===== src/rtl/pc_fetch_ctrl_if.sv =====
// -----------------------------------------------------------------------------
// pc_fetch_ctrl_if
// Groups the two handshakes around the fetch sequencer into one bundle:
//   imem side   : imem_req / imem_addr (fetch -> memory), imem_ack / imem_rdata
//                 (memory -> fetch)
//   decode side : if_valid / if_instr / if_pc (fetch -> decode), id_ready
//                 (decode -> fetch)
// Modports
//   master : the fetch sequencer (drives request and IF/ID payload)
//   slave  : the environment (instruction memory plus decode stage)
// -----------------------------------------------------------------------------
interface pc_fetch_ctrl_if;
  logic        imem_req;
  logic [31:0] imem_addr;
  logic        imem_ack;
  logic [31:0] imem_rdata;
  logic        if_valid;
  logic [31:0] if_instr;
  logic [31:0] if_pc;
  logic        id_ready;

  modport master (
    output imem_req, imem_addr, if_valid, if_instr, if_pc,
    input  imem_ack, imem_rdata, id_ready
  );

  modport slave (
    input  imem_req, imem_addr, if_valid, if_instr, if_pc,
    output imem_ack, imem_rdata, id_ready
  );
endinterface


===== src/rtl/pc_fetch_ctrl.sv =====
// -----------------------------------------------------------------------------
// pc_fetch_ctrl
// Fetch sequencer: owns the program counter, issues instruction-memory
// requests (req held until ack) and presents the fetched word to decode
// through a valid/ready handshake. The PC advances by PC_STEP after each
// accepted instruction or is replaced by a redirect target.
//
// Ports
//   clk              system clock, all state on posedge
//   rst              synchronous reset, active-high
//   bus              pc_fetch_ctrl_if.master: imem req/addr/ack/rdata and
//                    if_valid/if_instr/if_pc/id_ready
//   redirect_valid_i load redirect_pc_i as next fetch PC
//   redirect_pc_i    redirect target
//   fetch_cnt_o      instructions accepted by decode (wraps modulo 2^32)
//   fetch_fault_o    sticky misaligned-redirect fault
//
// Optional feature (macro PC_ALIGN_CHECK_EN)
//   Defined  : a redirect with target[1:0] != 0 sets fetch_fault_o and parks
//              the FSM in S_FAULT until reset.
//   Undefined: no fault state; redirect targets are forced word-aligned and
//              fetch_fault_o is tied low.
// -----------------------------------------------------------------------------
module pc_fetch_ctrl #(
  parameter logic [31:0] RESET_PC = 32'h0000_0000,
  parameter int unsigned PC_STEP  = 32'd4
) (
  input  logic                   clk,
  input  logic                   rst,
  pc_fetch_ctrl_if.master        bus,
  input  logic                   redirect_valid_i,
  input  logic [31:0]            redirect_pc_i,
  output logic [31:0]            fetch_cnt_o,
  output logic                   fetch_fault_o
);

  localparam logic [31:0] STEP = 32'(PC_STEP);

`ifdef PC_ALIGN_CHECK_EN
  typedef enum logic [1:0] {
    S_IDLE  = 2'd0,
    S_REQ   = 2'd1,
    S_HOLD  = 2'd2,
    S_FAULT = 2'd3
  } state_t;
`else
  typedef enum logic [1:0] {
    S_IDLE  = 2'd0,
    S_REQ   = 2'd1,
    S_HOLD  = 2'd2
  } state_t;
`endif

  // Clears the byte-offset bits of a redirect target.
  function automatic logic [31:0] word_align(input logic [31:0] addr);
    return addr & 32'hFFFF_FFFC;
  endfunction

  state_t      state_q, state_d;
  logic [31:0] pc_q, pc_d;
  logic [31:0] redir_q, redir_d;
  logic        flush_q, flush_d;
  logic [31:0] instr_q, instr_d;
  logic [31:0] cnt_q, cnt_d;
  logic        req_q;
  logic        valid_q;
  logic [31:0] redir_tgt_s;
  logic        redir_bad_s;

  assign redir_tgt_s = word_align(redirect_pc_i);

`ifdef PC_ALIGN_CHECK_EN
  logic fault_q, fault_d;
  assign redir_bad_s   = redirect_valid_i && (redirect_pc_i[1:0] != 2'b00);
  assign fetch_fault_o = fault_q;
`else
  assign redir_bad_s   = 1'b0;
  assign fetch_fault_o = 1'b0;
`endif

  // Next-state and datapath decisions for the fetch FSM.
  always_comb begin
    state_d = state_q;
    pc_d    = pc_q;
    redir_d = redir_q;
    flush_d = flush_q;
    instr_d = instr_q;
    cnt_d   = cnt_q;
`ifdef PC_ALIGN_CHECK_EN
    fault_d = fault_q;
`endif
    case (state_q)
      S_IDLE: begin
        state_d = S_REQ;
      end
      S_REQ: begin
`ifdef PC_ALIGN_CHECK_EN
        if (redir_bad_s) begin
          state_d = S_FAULT;
          fault_d = 1'b1;
        end else
`endif
        if (bus.imem_ack) begin
          // An ack ends the request; the word is only kept if nothing
          // redirected the fetch while it was outstanding.
          if (redirect_valid_i) begin
            pc_d    = redir_tgt_s;
            flush_d = 1'b0;
          end else if (flush_q) begin
            pc_d    = redir_q;
            flush_d = 1'b0;
          end else begin
            instr_d = bus.imem_rdata;
            state_d = S_HOLD;
          end
        end else if (redirect_valid_i) begin
          // Address must stay stable while req is up: park the target.
          redir_d = redir_tgt_s;
          flush_d = 1'b1;
        end else begin
          state_d = S_REQ;
        end
      end
      S_HOLD: begin
        // The handshake counts even when a redirect lands in the same cycle.
        if (bus.id_ready) begin
          cnt_d = cnt_q + 32'd1;
        end else begin
          cnt_d = cnt_q;
        end
`ifdef PC_ALIGN_CHECK_EN
        if (redir_bad_s) begin
          state_d = S_FAULT;
          fault_d = 1'b1;
        end else
`endif
        if (redirect_valid_i) begin
          pc_d    = redir_tgt_s;
          state_d = S_REQ;
        end else if (bus.id_ready) begin
          pc_d    = pc_q + STEP;
          state_d = S_REQ;
        end else begin
          state_d = S_HOLD;
        end
      end
`ifdef PC_ALIGN_CHECK_EN
      S_FAULT: begin
        state_d = S_FAULT;
      end
`endif
      default: begin
        state_d = S_IDLE;
      end
    endcase
  end

  // State, datapath and registered handshake outputs.
  always_ff @(posedge clk) begin
    if (rst) begin
      state_q <= S_IDLE;
      pc_q    <= RESET_PC;
      redir_q <= RESET_PC;
      flush_q <= 1'b0;
      instr_q <= 32'h0000_0000;
      cnt_q   <= 32'h0000_0000;
      req_q   <= 1'b0;
      valid_q <= 1'b0;
`ifdef PC_ALIGN_CHECK_EN
      fault_q <= 1'b0;
`endif
    end else begin
      state_q <= state_d;
      pc_q    <= pc_d;
      redir_q <= redir_d;
      flush_q <= flush_d;
      instr_q <= instr_d;
      cnt_q   <= cnt_d;
      req_q   <= (state_d == S_REQ);
      valid_q <= (state_d == S_HOLD);
`ifdef PC_ALIGN_CHECK_EN
      fault_q <= fault_d;
`endif
    end
  end

  assign bus.imem_req  = req_q;
  assign bus.imem_addr = pc_q;
  assign bus.if_valid  = valid_q;
  assign bus.if_instr  = instr_q;
  assign bus.if_pc     = pc_q;
  assign fetch_cnt_o   = cnt_q;

endmodule


===== src/flat_wrapper.sv =====
// flat-port wrapper written by rule: the top's interface ports become plain ports
module pc_fetch_ctrl_flat 
#(
  parameter logic [31:0] RESET_PC = 32'h0000_0000,
  parameter int unsigned PC_STEP  = 32'd4
)
  (clk, rst, redirect_valid_i, redirect_pc_i, fetch_cnt_o, fetch_fault_o, bus_imem_req, bus_imem_addr, bus_if_valid, bus_if_instr, bus_if_pc, bus_imem_ack, bus_imem_rdata, bus_id_ready);
  pc_fetch_ctrl_if bus_i ();
  input  logic clk;
  input  logic rst;
  input  logic redirect_valid_i;
  input  logic [31:0] redirect_pc_i;
  output logic [31:0] fetch_cnt_o;
  output logic fetch_fault_o;
  output wire logic [$bits(bus_i.imem_req)-1:0] bus_imem_req;
  output wire logic [$bits(bus_i.imem_addr)-1:0] bus_imem_addr;
  output wire logic [$bits(bus_i.if_valid)-1:0] bus_if_valid;
  output wire logic [$bits(bus_i.if_instr)-1:0] bus_if_instr;
  output wire logic [$bits(bus_i.if_pc)-1:0] bus_if_pc;
  input wire logic [$bits(bus_i.imem_ack)-1:0] bus_imem_ack;
  input wire logic [$bits(bus_i.imem_rdata)-1:0] bus_imem_rdata;
  input wire logic [$bits(bus_i.id_ready)-1:0] bus_id_ready;
  assign bus_imem_req = bus_i.imem_req;
  assign bus_imem_addr = bus_i.imem_addr;
  assign bus_if_valid = bus_i.if_valid;
  assign bus_if_instr = bus_i.if_instr;
  assign bus_if_pc = bus_i.if_pc;
  assign bus_i.imem_ack = bus_imem_ack;
  assign bus_i.imem_rdata = bus_imem_rdata;
  assign bus_i.id_ready = bus_id_ready;
  pc_fetch_ctrl #(.RESET_PC(RESET_PC), .PC_STEP(PC_STEP)) u_core (.clk(clk), .rst(rst), .bus(bus_i), .redirect_valid_i(redirect_valid_i), .redirect_pc_i(redirect_pc_i), .fetch_cnt_o(fetch_cnt_o), .fetch_fault_o(fetch_fault_o));
endmodule

===== config.mk =====
export PLATFORM = sky130hd
export DESIGN_NAME = pc_fetch_ctrl_flat
export DESIGN_NICKNAME = d
export VERILOG_FILES = /design/src/rtl/pc_fetch_ctrl_if.sv /design/src/rtl/pc_fetch_ctrl.sv /design/src/flat_wrapper.sv
export SDC_FILE = /design/constraint.sdc
export NUM_CORES = 1
export LEC_CHECK = 0
export ABC_AREA = 1
export BUFFER_PORTS_ARGS = -buffer_cell sky130_fd_sc_hd__buf_2
export CORE_ASPECT_RATIO = 1.4
export CORE_MARGIN = 1
export CORE_UTILIZATION = 35
export CTS_CLUSTER_DIAMETER = 200
export DETAILED_ROUTE_END_ITERATION = 8
export PLACE_DENSITY = 0.54
export SETUP_SLACK_MARGIN = 0.02
export SLEW_MARGIN = 5
export SYNTH_ARGS = -nofsm -noshare
export SYNTH_HDL_FRONTEND = slang
export SYNTH_SLANG_ARGS = --single-unit

===== constraint.sdc =====
create_clock -name clk -period 5 [get_ports clk]
set_input_delay 0.5 -clock clk [delete_from_list [all_inputs] [get_ports clk]]
set_output_delay 0.5 -clock clk [all_outputs]
set_load 0.03 [all_outputs]

# [Yosys cells after proc, flatten, opt, wreduce, memory -nomap -nowiden]
# Cells that the tools add are included.
# W data, S select, Z words.
[op_classes] reduce_logical=8 n_addsub=2 muxes=15 eq_ne=7 bitwise=3
[ops] op="$mux W32" n=5
[ops] op="$pmux W32 S2" n=1
[ops] op="$add A32 B1 Y32 const B" n=1
[ops] op="$add A32 B3 Y32 const B" n=1
[ops] op="$mux W2" n=6
[ops] op="$reduce_and A4 Y1" n=2
[ops] op="$pmux W2 S3" n=1
[ops] op="$eq A2 B1 Y1 const B" n=2
[ops] op="$eq A2 B2 Y1 const B" n=2
[ops] op="$reduce_and A2 Y1" n=2
[ops] op="$reduce_bool A2 Y1" n=2
[ops] op="$ne A3 B2 Y1 const B" n=1
[ops] op="$ne A3 B3 Y1 const B" n=1
[ops] op="$not A1 Y1" n=3
[ops] op="$reduce_and A3 Y1" n=1
[ops] op="$logic_not A2 Y1" n=1
[ops] op="$mux W1" n=2
[ops] op="$ne A2 B2 Y1 const B" n=1
[totals] in_bits=69 output_inout_bits=131 elab_cells=43 reg_bits=131

# [Depth between registers and ports, before layout]
[logic_depth] depth_word=5 ltp_mapped=14 mapped_depth_nobuf=13

# [Worst setup path after synthesis]
# No wires, ideal clock.
[synth_timing] kind="register to register" from="register u_core.cnt_q[1], in the netlist u_core.fetch_cnt_o[1]" to="register u_core.cnt_q[24], in the netlist u_core.fetch_cnt_o[24]" t_arrival_ns=1.606 synth_period_minus_slack_ns=1.720 path_stages_with_launch=13 slack_ns=3.280 t_required_ns=4.886 n_path_buf=0 cell_sequence="dfxtp_1 -> ha_1 -> nand3_1 -> inv_1 -> nand2_1 -> nor2_2 -> nand2_1 -> inv_1 -> nand2_1 -> nor2_1 -> nand2_1 -> nand2_1 -> nor2_1"
[synth_between] elab_chain_cells=1
[synth_lines] item="start: declaration" line="pc_fetch_ctrl.sv:64" rtl="logic [31:0] cnt_q, cnt_d;"
[synth_lines] item="start signal: assignment" line="pc_fetch_ctrl.sv:178" rtl="cnt_q <= cnt_d;"
[synth_lines] item="$add A32 B1 Y32" line="pc_fetch_ctrl.sv:127" rtl="cnt_d = cnt_q + 32'd1;"
# No other way between the ends.
# A chain may end at the register's enable or synchronous reset.

# [Worst setup path after layout]
[layout_timing] from="register u_core.state_q[0]" to="register u_core.pc_q[11], in the netlist u_core.bus.if_pc[11]"
[layout_between] elab_chain_cells=3 word_cells_on_any_way=8
[layout_lines] item="start: declaration" line="pc_fetch_ctrl.sv:59" rtl="state_t state_q, state_d;"
[layout_lines] item="start signal: assignment" line="pc_fetch_ctrl.sv:173" rtl="state_q <= state_d;"
[layout_lines] item="$eq A2 B1 Y1 / $eq A2 B2 Y1 (equally long branches)" line="pc_fetch_ctrl.sv:92" rtl="case (state_q)"
[layout_lines] item="$ne A3 B2 Y1 (no source line) (tied with other cells)"
[layout_lines] item="$reduce_and A4 Y1 (no source line)"
[layout_lines] item="end signal: assignment" line="pc_fetch_ctrl.sv:174" rtl="pc_q <= pc_d;"
[layout_lines] item="end: declaration" line="pc_fetch_ctrl.sv:60" rtl="logic [31:0] pc_q, pc_d;"
# Parallel ways exist; a longest one is shown, timed or not.

==> impl_results.md <==
- Data arrival, critical path: 3.06 ns
- Core ar.: 19440 µm²
- Final Util: 0.4358
- Worst setup path end: u_core.bus.if_pc[11]$_SDFFE_PP0P_
- Routed length on met3: 789 µm
- Max rail drop VDD: 0.0002014 V
- CTS Buf Count: 17
- Die width: 121.6 µm
- Worst-path clk slew: 0.07 ns
- Power density over the cells: 345.3 nW/µm²
- CP max stage delay: 0.47 ns
- Top Metal Used: met5
- Sw Ratio: 0.3162
- Die Ht: 169.4 µm
- Commonest non-fill, non-tap cell in the layout: nand2_1
- Clk pwr share: 0.431
- Metal-1 WL: 8641 µm
- Sw Pwr: 925.1 µW
- CP Launch Point: u_core.state_q[0]$_SDFF_PP0_
- Reg2reg start: u_core.state_q[0]$_SDFF_PP0_
- Vias in the first global route: 6808
- Max-cap viol count: 0
- Dpl hpwl: 15240 µm
- Cell class contributing the biggest share of worst-path delay: buffers and inverters
- Final antenna-violating net count: 0
- LEAKAGE: 3.689 nW
- Comb pwr share: 0.175
- Most frequent cells in the layout: nand2_1, buf_2, nor2_1, dfxtp_1, o21ai_0
- Drt initial violations: 333
- PortBufs: 192
- Nets: 1283
- Mapped cell area: 7008 µm²
- Final Max Slew Viols: 0
- Initial Utilization: 0.3604
- CTS tree: done
- Ant. Diodes: 0
- Setup repair bufs after CTS: 0
- Register area share after synthesis: 0.3685
- #FFs+latches synth: 129
- Period utilisation layout: 0.5522
- Slowest cell on crit path: nor2_2
- Flop-to-flop setup slack: 2.24 ns
- Finished Layout Cells: 1469
- Area Growth Syn to Fin: 20.91%
- Vias/cell: 4.904
- Critical Path Start Type: flop
- Worst r2r dst: u_core.bus.if_pc[11]$_SDFFE_PP0P_
- Die area: 20600 µm²
- DR vias: 7204
- Worst-path cell chain: inv_1 -> ha_1 -> buf_4 -> inv_4 -> nor2_2 -> nand2_2 -> nand4_1 -> buf_4 -> a21oi_1 -> o21ai_0 -> a21oi_1
- CTS H-Tree Depth: 4
- Compound-gate portion of the synthesized area: 0.1744
- Inst Count DP: 1437
- WP buf/inv: 4
- Sequential share of power: 0.394
- Mux cell area share after synthesis: 0
- Worst skew pair latency: 0.42 ns
- DR pass1 iterations: 5
- GR Util All Layers: 0.2137
- CTS Hold Bufs: 0
- Largest net degree at the start of global routing: 50
- Synth warn: 0
- Pint: 2.000 mW
- Req. time, crit path: 5.30 ns
- Largest family of logic cells by synthesized area: simple AND/OR/NAND/NOR gates
- Critical path depth: 11
- Met2 routed WL: 11460 µm
- Hold Crit Class: primary input to flop
- Cell variety after synth: 39
- Synth Area in Simple Gates: 0.3191
- Minimum clock period: 2.761 ns
- Synthesized instance count: 1065
- Share of cells above drive strength 1: 0.2244
- Adder-Cell Fraction of Synth Area: 0.01071
- Final setup violation count: 0
- # rows: 60
- Status: finished, final reports clean
- Top FF cell, synth: dfxtp_1
- Drt drc: 0
- FMAX: 362.2 MHz
- Ports: 200
- WL/cell: 14.57 µm
- Syn Area/Cell: 6.580 µm²
- TNS Setup: 0 ns
- CP Max Fanout: 34
- Initial antenna violation count: 2
- Global route total overflow: 0
- Slew margin rel.: 0.3066
- Setup CP Type: flop to flop
- Final Wtd Congestion: 0.8442
- Final hold viol count: 0
- Clk_skew: 0.01229 ns
- Total wire length: 21400 µm
- Worst Max-Slew Pin Slew: 1.039 ns
- Max Root-Sink Buffers: 2
- Synth Area in XOR/XNOR: 0.008748
- Worst r2r path cells: 11
- Global-route wire length before repair: 34270 µm
- Clock Sink Count: 129
- Layout filler cell count: 2140
- Clock Tree Root: clkbuf_16
- RSZ-0062 raised after global routing: no
- Number of flops mapped to enable cells by yosys: 0
- CTS resizes: 0
- Worst Setup End Kind: flop
- Ys async rst share: 0
layout make-up:
cell class                 count  area [µm²]  area share
clock buffer                  20       456.7     0.05390
clock inverter                12       133.9     0.01580
inverter                      94       355.3     0.04194
multi-input combinational    766        3613      0.4265
sequential                   129        2582      0.3048
tap                          248       310.3     0.03662
timing repair buffer         200        1021      0.1205
tightest hold or removal path, stage by stage:
cell and delay [ns]:
buf_2 0.07, nor2_1 0.03, nor2_1 0.08
per-stage QoR:
stage	hold WS, ns	total power, mW	instance area, µm²	worst slack, ns
floorplan	0.4244	1.567	7023	3.280
global placement	0.4358	1.689	7883	2.246
detailed placement	0.4406	1.692	7883	2.213
CTS	0.2785	2.961	8473	2.207
global route	0.2940	3.058	8473	1.997
finish	0.2980	2.926	8473	2.239
synth_stat cells (5+ instances only):
master | n | area (µm²)
nor3_1 | 19 | 95.09
inv_1 | 85 | 319.1
nand4_1 | 10 | 62.56
inv_2 | 7 | 26.28
ha_1 | 6 | 75.07
nor2_1 | 170 | 638.1
nor3_2 | 5 | 50.05
nor2_2 | 11 | 68.82
buf_2 | 11 | 55.05
o21ai_0 | 100 | 500.5
nand3_1 | 34 | 170.2
a221oi_1 | 5 | 43.79
nand3b_1 | 10 | 75.07
nor2_4 | 5 | 56.30
o21ai_1 | 6 | 30.03
or2_2 | 6 | 37.54
a211oi_1 | 11 | 82.58
nand2_1 | 237 | 889.6
buf_4 | 38 | 285.3
a21oi_1 | 98 | 490.5
clkbuf_1 | 27 | 101.4
dfxtp_1 | 129 | 2582
per-layer routing:
layer | GRT usage | up-vias
met3 | 0.04469 | 34
li1 | - | 3697
met5 | 0 | -
met4 | 0.07837 | 4
met2 | 0.4049 | 165
met1 | 0.2276 | 3304
flip-flops by register name (all words and copies together), names as in the netlist:
name                 flops
u_core.fetch_cnt_o      32
u_core.bus.if_pc        30
u_core.flush_q           1
u_core.redir_q          30
u_core.bus.if_valid      1
u_core.bus.imem_req      1
u_core.state_q           2
u_core.bus.if_instr     32
power groups by stage:
stage | Combinational [mW] | Sequential [mW] | Clock, mW
CTS | 0.517 | 1.15 | 1.29
global placement | 0.513 | 1.18 | 0
global route | 0.564 | 1.16 | 1.33
finish | 0.513 | 1.15 | 1.26
detailed placement | 0.516 | 1.18 | 0
floorplan | 0.315 | 1.25 | 0
how the worst min path moves through the flow:
stage / slack (ns) / to / cells past startpoint / start
2_1_floorplan: 0.42 / u_core.redir_q[13]$_SDFFE_PP0P_ / 2 / u_core.redir_q[13]$_SDFFE_PP0P_
3_3_place_gp: 0.44 / u_core.redir_q[20]$_SDFFE_PP0P_ / 2 / u_core.redir_q[20]$_SDFFE_PP0P_
3_5_place_dp: 0.44 / u_core.redir_q[18]$_SDFFE_PP0P_ / 2 / u_core.redir_q[18]$_SDFFE_PP0P_
4_1_cts: 0.28 / u_core.bus.if_instr[0]$_SDFFE_PP0P_ / 3 / bus_imem_rdata[0]
5_1_grt: 0.29 / u_core.bus.if_instr[4]$_SDFFE_PP0P_ / 3 / bus_imem_rdata[4]
6_report: 0.30 / u_core.bus.if_instr[0]$_SDFFE_PP0P_ / 3 / bus_imem_rdata[0]
kinds of logic (layout without fill, tap and decap cells):
group	after synthesis	count (layout)
AOI/OAI and AO/OA	230	230
xor gates and xnor gates	7	7
adders and majority gates	6	6
buffers and inverters	174	326
DFF	129	129
other	1	5
and+or+nand+nor	518	518
Note: power is estimated with default switching activity, not from simulation.
